--- src/rtl/ps2_key_decoder_if.sv ---
// Interface: ps2_key_decoder_if
// Raw PS/2 lines from the keyboard plus the decoded key outputs.
// The decoder takes the slave modport; the keyboard side and the
// key consumer take the master modport.
interface ps2_key_decoder_if;
    logic       ps2_clk;
    logic       ps2_data;
    logic [7:0] key;
    logic       key_ext;
    logic       new_code;
    logic       frame_err;

    modport master (
        output ps2_clk,
        output ps2_data,
        input  key,
        input  key_ext,
        input  new_code,
        input  frame_err
    );

    modport slave (
        input  ps2_clk,
        input  ps2_data,
        output key,
        output key_ext,
        output new_code,
        output frame_err
    );
endinterface

--- src/rtl/ps2_key_decoder.sv ---
// Module: ps2_key_decoder
// Receives PS/2 keyboard frames, checks start/parity/stop, tracks the
// E0 (extended) and F0 (break) prefixes, and presents the currently held
// key. key = 8'h00 means no key is held.
// Optional feature: define PS2_WATCHDOG_EN to add an idle watchdog that
// aborts a frame when ps2_clk stops toggling for TIMEOUT_CYC clk cycles.
module ps2_key_decoder #(
    parameter int FILTER_LEN  = 8
`ifdef PS2_WATCHDOG_EN
    ,
    parameter int TIMEOUT_CYC = 50000
`endif
) (
    input  logic             clk,
    input  logic             rst,
    ps2_key_decoder_if.slave bus
);

    typedef enum logic [1:0] {
        ST_IDLE  = 2'd0,
        ST_RECV  = 2'd1,
        ST_STOP  = 2'd2,
        ST_CHECK = 2'd3
    } state_t;

    localparam int FCW = (FILTER_LEN > 1) ? $clog2(FILTER_LEN) : 1;

    localparam logic [7:0] CODE_EXT   = 8'hE0;
    localparam logic [7:0] CODE_BREAK = 8'hF0;

    // Odd parity over data plus parity bit: the XOR of all nine bits is 1.
    function automatic logic odd_parity_ok(input logic [8:0] v);
        return ^v;
    endfunction

    state_t           r_state;
    state_t           w_next_state;
    logic             r_clk_meta;
    logic             r_clk_sync;
    logic             r_dat_meta;
    logic             r_dat_sync;
    logic             r_filt_clk;
    logic [FCW-1:0]   r_filt_cnt;
    logic             r_fall;
    logic [8:0]       r_shift;
    logic [3:0]       r_bit_cnt;
    logic             r_break_pend;
    logic             r_ext_pend;
    logic [7:0]       r_key;
    logic             r_key_ext;
    logic             r_new_code;
    logic             r_frame_err;
    logic             w_shift_en;
    logic             w_cnt_clr;
    logic             w_err;
    logic             w_wd_expire;
    logic [7:0]       w_code;

    assign w_code = r_shift[7:0];

    // Two-flop synchronisers; idle PS/2 lines are high, so reset to 1.
    always_ff @(posedge clk or negedge rst) begin
        if (!rst) begin
            r_clk_meta <= 1'b1;
            r_clk_sync <= 1'b1;
            r_dat_meta <= 1'b1;
            r_dat_sync <= 1'b1;
        end else begin
            r_clk_meta <= bus.ps2_clk;
            r_clk_sync <= r_clk_meta;
            r_dat_meta <= bus.ps2_data;
            r_dat_sync <= r_dat_meta;
        end
    end

    // Glitch filter on ps2_clk; r_fall strobes one cycle on an accepted 1->0 change.
    always_ff @(posedge clk or negedge rst) begin
        if (!rst) begin
            r_filt_clk <= 1'b1;
            r_filt_cnt <= '0;
            r_fall     <= 1'b0;
        end else begin
            r_fall <= 1'b0;
            if (r_clk_sync == r_filt_clk) begin
                r_filt_cnt <= '0;
            end else if (r_filt_cnt == FCW'(FILTER_LEN - 1)) begin
                r_filt_clk <= r_clk_sync;
                r_filt_cnt <= '0;
                r_fall     <= r_filt_clk;
            end else begin
                r_filt_cnt <= r_filt_cnt + 1'b1;
            end
        end
    end

`ifdef PS2_WATCHDOG_EN
    localparam int WDW = $clog2(TIMEOUT_CYC + 1);
    logic [WDW-1:0] r_wd_cnt;

    assign w_wd_expire = ((r_state == ST_RECV) || (r_state == ST_STOP)) && !r_fall &&
                         (r_wd_cnt == WDW'(TIMEOUT_CYC - 1));

    // Idle counter: runs mid-frame, cleared by every falling edge or outside a frame.
    always_ff @(posedge clk or negedge rst) begin
        if (!rst) begin
            r_wd_cnt <= '0;
        end else if (r_fall || w_wd_expire ||
                     !((r_state == ST_RECV) || (r_state == ST_STOP))) begin
            r_wd_cnt <= '0;
        end else begin
            r_wd_cnt <= r_wd_cnt + 1'b1;
        end
    end
`else
    assign w_wd_expire = 1'b0;
`endif

    // Frame FSM state register.
    always_ff @(posedge clk or negedge rst) begin
        if (!rst) begin
            r_state <= ST_IDLE;
        end else begin
            r_state <= w_next_state;
        end
    end

    // Frame FSM next-state and datapath strobes.
    always_comb begin
        w_next_state = r_state;
        w_shift_en   = 1'b0;
        w_cnt_clr    = 1'b0;
        w_err        = 1'b0;
        case (r_state)
            ST_IDLE: begin
                w_cnt_clr = 1'b1;
                if (r_fall && !r_dat_sync) begin
                    w_next_state = ST_RECV;
                end else begin
                    w_next_state = ST_IDLE;
                end
            end
            ST_RECV: begin
                if (w_wd_expire) begin
                    w_err        = 1'b1;
                    w_cnt_clr    = 1'b1;
                    w_next_state = ST_IDLE;
                end else if (r_fall) begin
                    w_shift_en = 1'b1;
                    if (r_bit_cnt == 4'd8) begin
                        w_cnt_clr    = 1'b1;
                        w_next_state = ST_STOP;
                    end else begin
                        w_next_state = ST_RECV;
                    end
                end else begin
                    w_next_state = ST_RECV;
                end
            end
            ST_STOP: begin
                if (w_wd_expire) begin
                    w_err        = 1'b1;
                    w_cnt_clr    = 1'b1;
                    w_next_state = ST_IDLE;
                end else if (r_fall) begin
                    if (r_dat_sync && odd_parity_ok(r_shift)) begin
                        w_next_state = ST_CHECK;
                    end else begin
                        w_err        = 1'b1;
                        w_next_state = ST_IDLE;
                    end
                end else begin
                    w_next_state = ST_STOP;
                end
            end
            ST_CHECK: begin
                w_next_state = ST_IDLE;
            end
            default: begin
                w_cnt_clr    = 1'b1;
                w_next_state = ST_IDLE;
            end
        endcase
    end

    // Shift register (LSB first) and bit counter for d0..d7 and parity.
    always_ff @(posedge clk or negedge rst) begin
        if (!rst) begin
            r_shift   <= 9'd0;
            r_bit_cnt <= 4'd0;
        end else begin
            if (w_shift_en) begin
                r_shift <= {r_dat_sync, r_shift[8:1]};
            end else begin
                r_shift <= r_shift;
            end
            if (w_cnt_clr) begin
                r_bit_cnt <= 4'd0;
            end else if (w_shift_en) begin
                r_bit_cnt <= r_bit_cnt + 4'd1;
            end else begin
                r_bit_cnt <= r_bit_cnt;
            end
        end
    end

    // Key tracking: prefixes set pending flags, the final code makes or breaks the key.
    always_ff @(posedge clk or negedge rst) begin
        if (!rst) begin
            r_key        <= 8'h00;
            r_key_ext    <= 1'b0;
            r_break_pend <= 1'b0;
            r_ext_pend   <= 1'b0;
            r_new_code   <= 1'b0;
            r_frame_err  <= 1'b0;
        end else begin
            r_new_code  <= 1'b0;
            r_frame_err <= w_err;
            if (r_state == ST_CHECK) begin
                if (w_code == CODE_EXT) begin
                    r_ext_pend <= 1'b1;
                end else if (w_code == CODE_BREAK) begin
                    r_break_pend <= 1'b1;
                end else if (r_break_pend) begin
                    // Only a break matching both code and extension releases the key.
                    if ((w_code == r_key) && (r_ext_pend == r_key_ext)) begin
                        r_key     <= 8'h00;
                        r_key_ext <= 1'b0;
                    end else begin
                        r_key     <= r_key;
                        r_key_ext <= r_key_ext;
                    end
                    r_break_pend <= 1'b0;
                    r_ext_pend   <= 1'b0;
                end else begin
                    r_key      <= w_code;
                    r_key_ext  <= r_ext_pend;
                    r_ext_pend <= 1'b0;
                    r_new_code <= 1'b1;
                end
            end else begin
                r_key <= r_key;
            end
        end
    end

    assign bus.key       = r_key;
    assign bus.key_ext   = r_key_ext;
    assign bus.new_code  = r_new_code;
    assign bus.frame_err = r_frame_err;

endmodule

--- src/flat_wrapper.sv ---
// flat-port wrapper written by rule: the top's interface ports become plain ports
module ps2_key_decoder_flat 
#(
    parameter int FILTER_LEN  = 8

)
  (clk, rst, bus_ps2_clk, bus_ps2_data, bus_key, bus_key_ext, bus_new_code, bus_frame_err);
  ps2_key_decoder_if bus_i ();
  input  logic clk;
  input  logic rst;
  input wire logic [$bits(bus_i.ps2_clk)-1:0] bus_ps2_clk;
  input wire logic [$bits(bus_i.ps2_data)-1:0] bus_ps2_data;
  output wire logic [$bits(bus_i.key)-1:0] bus_key;
  output wire logic [$bits(bus_i.key_ext)-1:0] bus_key_ext;
  output wire logic [$bits(bus_i.new_code)-1:0] bus_new_code;
  output wire logic [$bits(bus_i.frame_err)-1:0] bus_frame_err;
  assign bus_i.ps2_clk = bus_ps2_clk;
  assign bus_i.ps2_data = bus_ps2_data;
  assign bus_key = bus_i.key;
  assign bus_key_ext = bus_i.key_ext;
  assign bus_new_code = bus_i.new_code;
  assign bus_frame_err = bus_i.frame_err;
  ps2_key_decoder #(.FILTER_LEN(FILTER_LEN)) u_core (.clk(clk), .rst(rst), .bus(bus_i));
endmodule
--- config.mk ---
export PLATFORM = sky130hd
export DESIGN_NAME = ps2_key_decoder_flat
export DESIGN_NICKNAME = d
export VERILOG_FILES = /design/src/rtl/ps2_key_decoder_if.sv /design/src/rtl/ps2_key_decoder.sv /design/src/flat_wrapper.sv
export SDC_FILE = /design/constraint.sdc
export NUM_CORES = 1
export LEC_CHECK = 0
export ABC_AREA = 1
export BUFFER_PORTS_ARGS = -buffer_cell sky130_fd_sc_hd__buf_2
export CAP_MARGIN = 25
export CORE_MARGIN = 5
export CORE_UTILIZATION = 63
export CTS_CLUSTER_DIAMETER = 200
export DETAILED_ROUTE_END_ITERATION = 6
export GPL_TIMING_DRIVEN = 1
export PLACE_DENSITY_LB_ADDON = 0.2
export SLEW_MARGIN = 40
export SYNTH_ARGS = -nofsm -noshare
export SYNTH_HDL_FRONTEND = slang
export SYNTH_SLANG_ARGS = --single-unit
--- constraint.sdc ---
create_clock -name clk -period 2.2 [get_ports clk]
set_input_delay 0.11 -clock clk [delete_from_list [all_inputs] [get_ports clk]]
set_output_delay 0.11 -clock clk [all_outputs]
set_load 0.005 [all_outputs]
==> flow_summary_export.csv <==
group,metric,value,unit
outcome,status,"finished clean",
critical_path,crit_buf_inv,1,
synthesis,syn-num-nets,220,
synthesis,ys_types,28,
synthesis,syn_area,1810,um2
timing,drv_slew,0,
floorplan,row_count,19,
drt,wl_per_cell,12.9,um
finish,area_growth,10.6,%
critical_path,arrival,1.87,ns
clock_tree,post_cts_buffers,0,
drt,num_vias,1374,
global_route,antenna_found_initial,0,
critical_path,crit_slowest_cell,"dfrtp_1",
finish,nets,242,
critical_path,critPathLaunchType,"flop",
finish,final_util,0.727,
critical_path,reg2regPathDepth,8,
power_and_ir_drop,p_leak,1.07,nW
timing,tns,0,ns
drt,drt_iter0_markers,110,
synthesis,synthTopCellsByArea,"dfrtp_1 44%, nand2_1 13%, dfstp_2 7.3%, ha_1 6.2%, inv_1 5.2%",
clock_tree,clkTransAtPathRegs,0.11,ns
finish,drive_gt1_frac,0.183,
clock_tree,cts_buffers,5,
floorplan,initial_utilization,0.657,
synthesis,yosysTopAreaCell,"dfrtp_1",
timing,skew,0.00979,ns
critical_path,r2r_end,"u_core.bus.key[4]",
critical_path,cp-startpoint,"u_core.r_shift[3]",
global_route,grt_max_degree,38,
finish,fill_cells,221,
critical_path,crit_chain,"inv_1 > ha_1 > nand2_1 > nor2_1 > nor2_4 > nand3_2 > nand3_1 > nand2_1",
timing,rsz0062_at_grt,"no",
synthesis,synthesis.instances,207,
timing,period_needed,1.63,ns
synthesis,syn-mean-instance-area,8.75,um2
placed_design,io_buffer_count,14,
floorplan,fp.dieArea,4050,um2
clock_tree,clock_latency,0.34,ns
synthesis,ys_warn_count,0,
critical_path,cpMostUsedCell,"nand2_1",
clock_tree,cts_sinks,37,
critical_path,path_class,"reg2reg",
drt,dr.pass1.iters,4,
drt,routed_wirelength,3350,um
global_route,overflow,0,
clock_tree,tritoncts,"built",
timing,tightest_slew,0.465,ns
power_and_ir_drop,ir_drop,0.653,mV
finish,final-seq-area,932,um2
min_path,hold_path.class,"in2async",
clock_tree,clock-root-buffer,"clkbuf_4",
clock_tree,ctsResizeCount,0,
floorplan,die_y,63.6,um
placed_design,gp_congestion,0.830,
synthesis,synth_top_area_frac,0.442,
critical_path,ff2ff_setup_slack,0.57,ns
drt,ant_nets,0,
floorplan,ios,15,
timing,hold_viol_final,0,
flow_run,drv_cap,0,
critical_path,worstPathRequired,2.44,ns
clock_tree,cts_buffer_depth,2,
critical_path,cp_max_fo,9,
placed_design,hpwl,2400,um
synthesis,synth_seq_cells,37,
global_route,grt_pass1_wl,5780,um
power_and_ir_drop,powerDensity,611,nW/um2
global_route,groute.usage.overall,0.181,
timing,period_share,0.743,
timing,setup_violations,0,
critical_path,critPathTopFamily,"simple AND/OR/NAND/NOR gates",
drt,avgViaCountPerCell,5.26,
floorplan,core_area,2760,um2
drt,drcViolationCount,0,
finish,multiInputGateArea,747,um2
floorplan,die_w,63.6,um
synthesis,yosysSeqAreaShare,0.515,
critical_path,r2r_start,"u_core.r_shift[3]",
timing,fmax,612,MHz
clock_tree,htreeDepth,2,
timing,maxSlewHeadroom,0.690,
finish,diodes,0,
critical_path,end_kind,"flop",
global_route,grt_pass1_vias,1345,
critical_path,critical_path.max_stage_delay,0.42,ns
metrics by stage:
stage	instance area (um2)	total power [W]	cells	setup slack [ns]	hold slack [ns]
final	2000	0.00122	261	0.566	0.248
after global placement	1900	0.000821	250	0.639	0.217
after CTS	2000	0.00124	261	0.558	0.363
after detailed placement	1900	0.000832	250	0.597	0.217
after global routing	2000	0.00130	261	0.411	0.266
after floorplan	1810	0.000801	207	0.833	-0.186
flip-flops by register name (all words and copies together), names as in the netlist:
signal	flops
u_core.r_shift	9
u_core.bus.key	8
u_core.r_bit_cnt	4
u_core.r_filt_cnt	3
u_core.r_state	2
u_core.bus.frame_err	1
u_core.bus.key_ext	1
u_core.bus.new_code	1
u_core.r_break_pend	1
u_core.r_clk_meta	1
u_core.r_clk_sync	1
u_core.r_dat_meta	1
u_core.r_dat_sync	1
u_core.r_ext_pend	1
u_core.r_fall	1
u_core.r_filt_clk	1
where the power goes:
group	total (W)	switching, W	leakage [nW]	internal [W]
Combinational	0.0000815	0.0000452	0.534	0.0000362
Sequential	0.000739	0.0000176	0.497	0.000721
Clock	0.000404	0.000219	0.0413	0.000185
Total	0.00122	0.000282	1.07	0.000942
placed cells by master, fill, tap and decap left out, types with 3 or more instances in the layout:
cell type,count
buf_2,13
clkbuf_4,5
o21ai_1,8
dfstp_2,5
nor2_1,16
dlygate4sd3_1,3
dfrtp_1,32
inv_1,25
xor2_1,3
xnor2_1,3
nand3_1,14
nand2_1,61
a21oi_1,7
inv_2,3
ha_1,9
nor3_1,3
layer usage:
| layer | GRT usage | part of all wire | vias to the layer above |
|---|---|---|---|
| li1 | - | - | 692 |
| met1 | 0.202 | 0.42 | 633 |
| met2 | 0.305 | 0.51 | 36 |
| met3 | 0.0728 | 0.049 | 13 |
| met4 | 0.0727 | 0.025 | 0 |
| met5 | 0 | 0 | - |
what timing repair did:
item / in CTS / in global routing
endpoints found under the hold margin: 34 / 0
setup endpoints to repair: 0 / 0
hold buffers: 3 / 0
worst max path at each step:
stage	endpoint	slack, ns	cells after the start
after global routing	u_core.bus.key[5]	0.41	8
after global placement	u_core.bus.key[4]	0.64	9
after floorplan	u_core.r_state[1]	0.83	13
after CTS	u_core.bus.key[4]	0.56	8
final	u_core.bus.key[4]	0.57	8
after detailed placement	u_core.bus.key[4]	0.60	8
Yosys cell counts:
master / count
nand2_1: 61
dfrtp_1: 32
inv_1: 25
nor2_1: 16
nand3_1: 14
ha_1: 9
o21ai_1: 8
a21oi_1: 7
dfstp_2: 5
inv_2: 3
nor3_1: 3
xnor2_1: 3
xor2_1: 3
nand2_4: 2
nor2_2: 2
nor2_4: 2
a22oi_1: 1
buf_4: 1
buf_6: 1
clkinv_4: 1
mux2_2: 1
nand2_2: 1
nand3_2: 1
nand4_1: 1
nor3b_1: 1
nor3b_2: 1
o21ai_0: 1
o21ai_2: 1
kinds of logic after synthesis:
| logic type | synth area share |
|---|---|
| compound gates | 0.0532 |
| fa+ha+maj | 0.0622 |
| simple gates | 0.262 |
| flops | 0.515 |
| buf+inv | 0.0732 |
| xor+xnor | 0.0290 |
| mux | 0.00622 |
layout make-up:
class | instances | share of cell area
repair buffers | 17 | 0.0512
inverters | 29 | 0.0568
multi-input cells | 139 | 0.373
flip-flops and latches | 37 | 0.465
well taps | 31 | 0.0194
clock buffers | 7 | 0.0325
clock inverters | 1 | 0.00250
(Power assumes the default switching activity.)
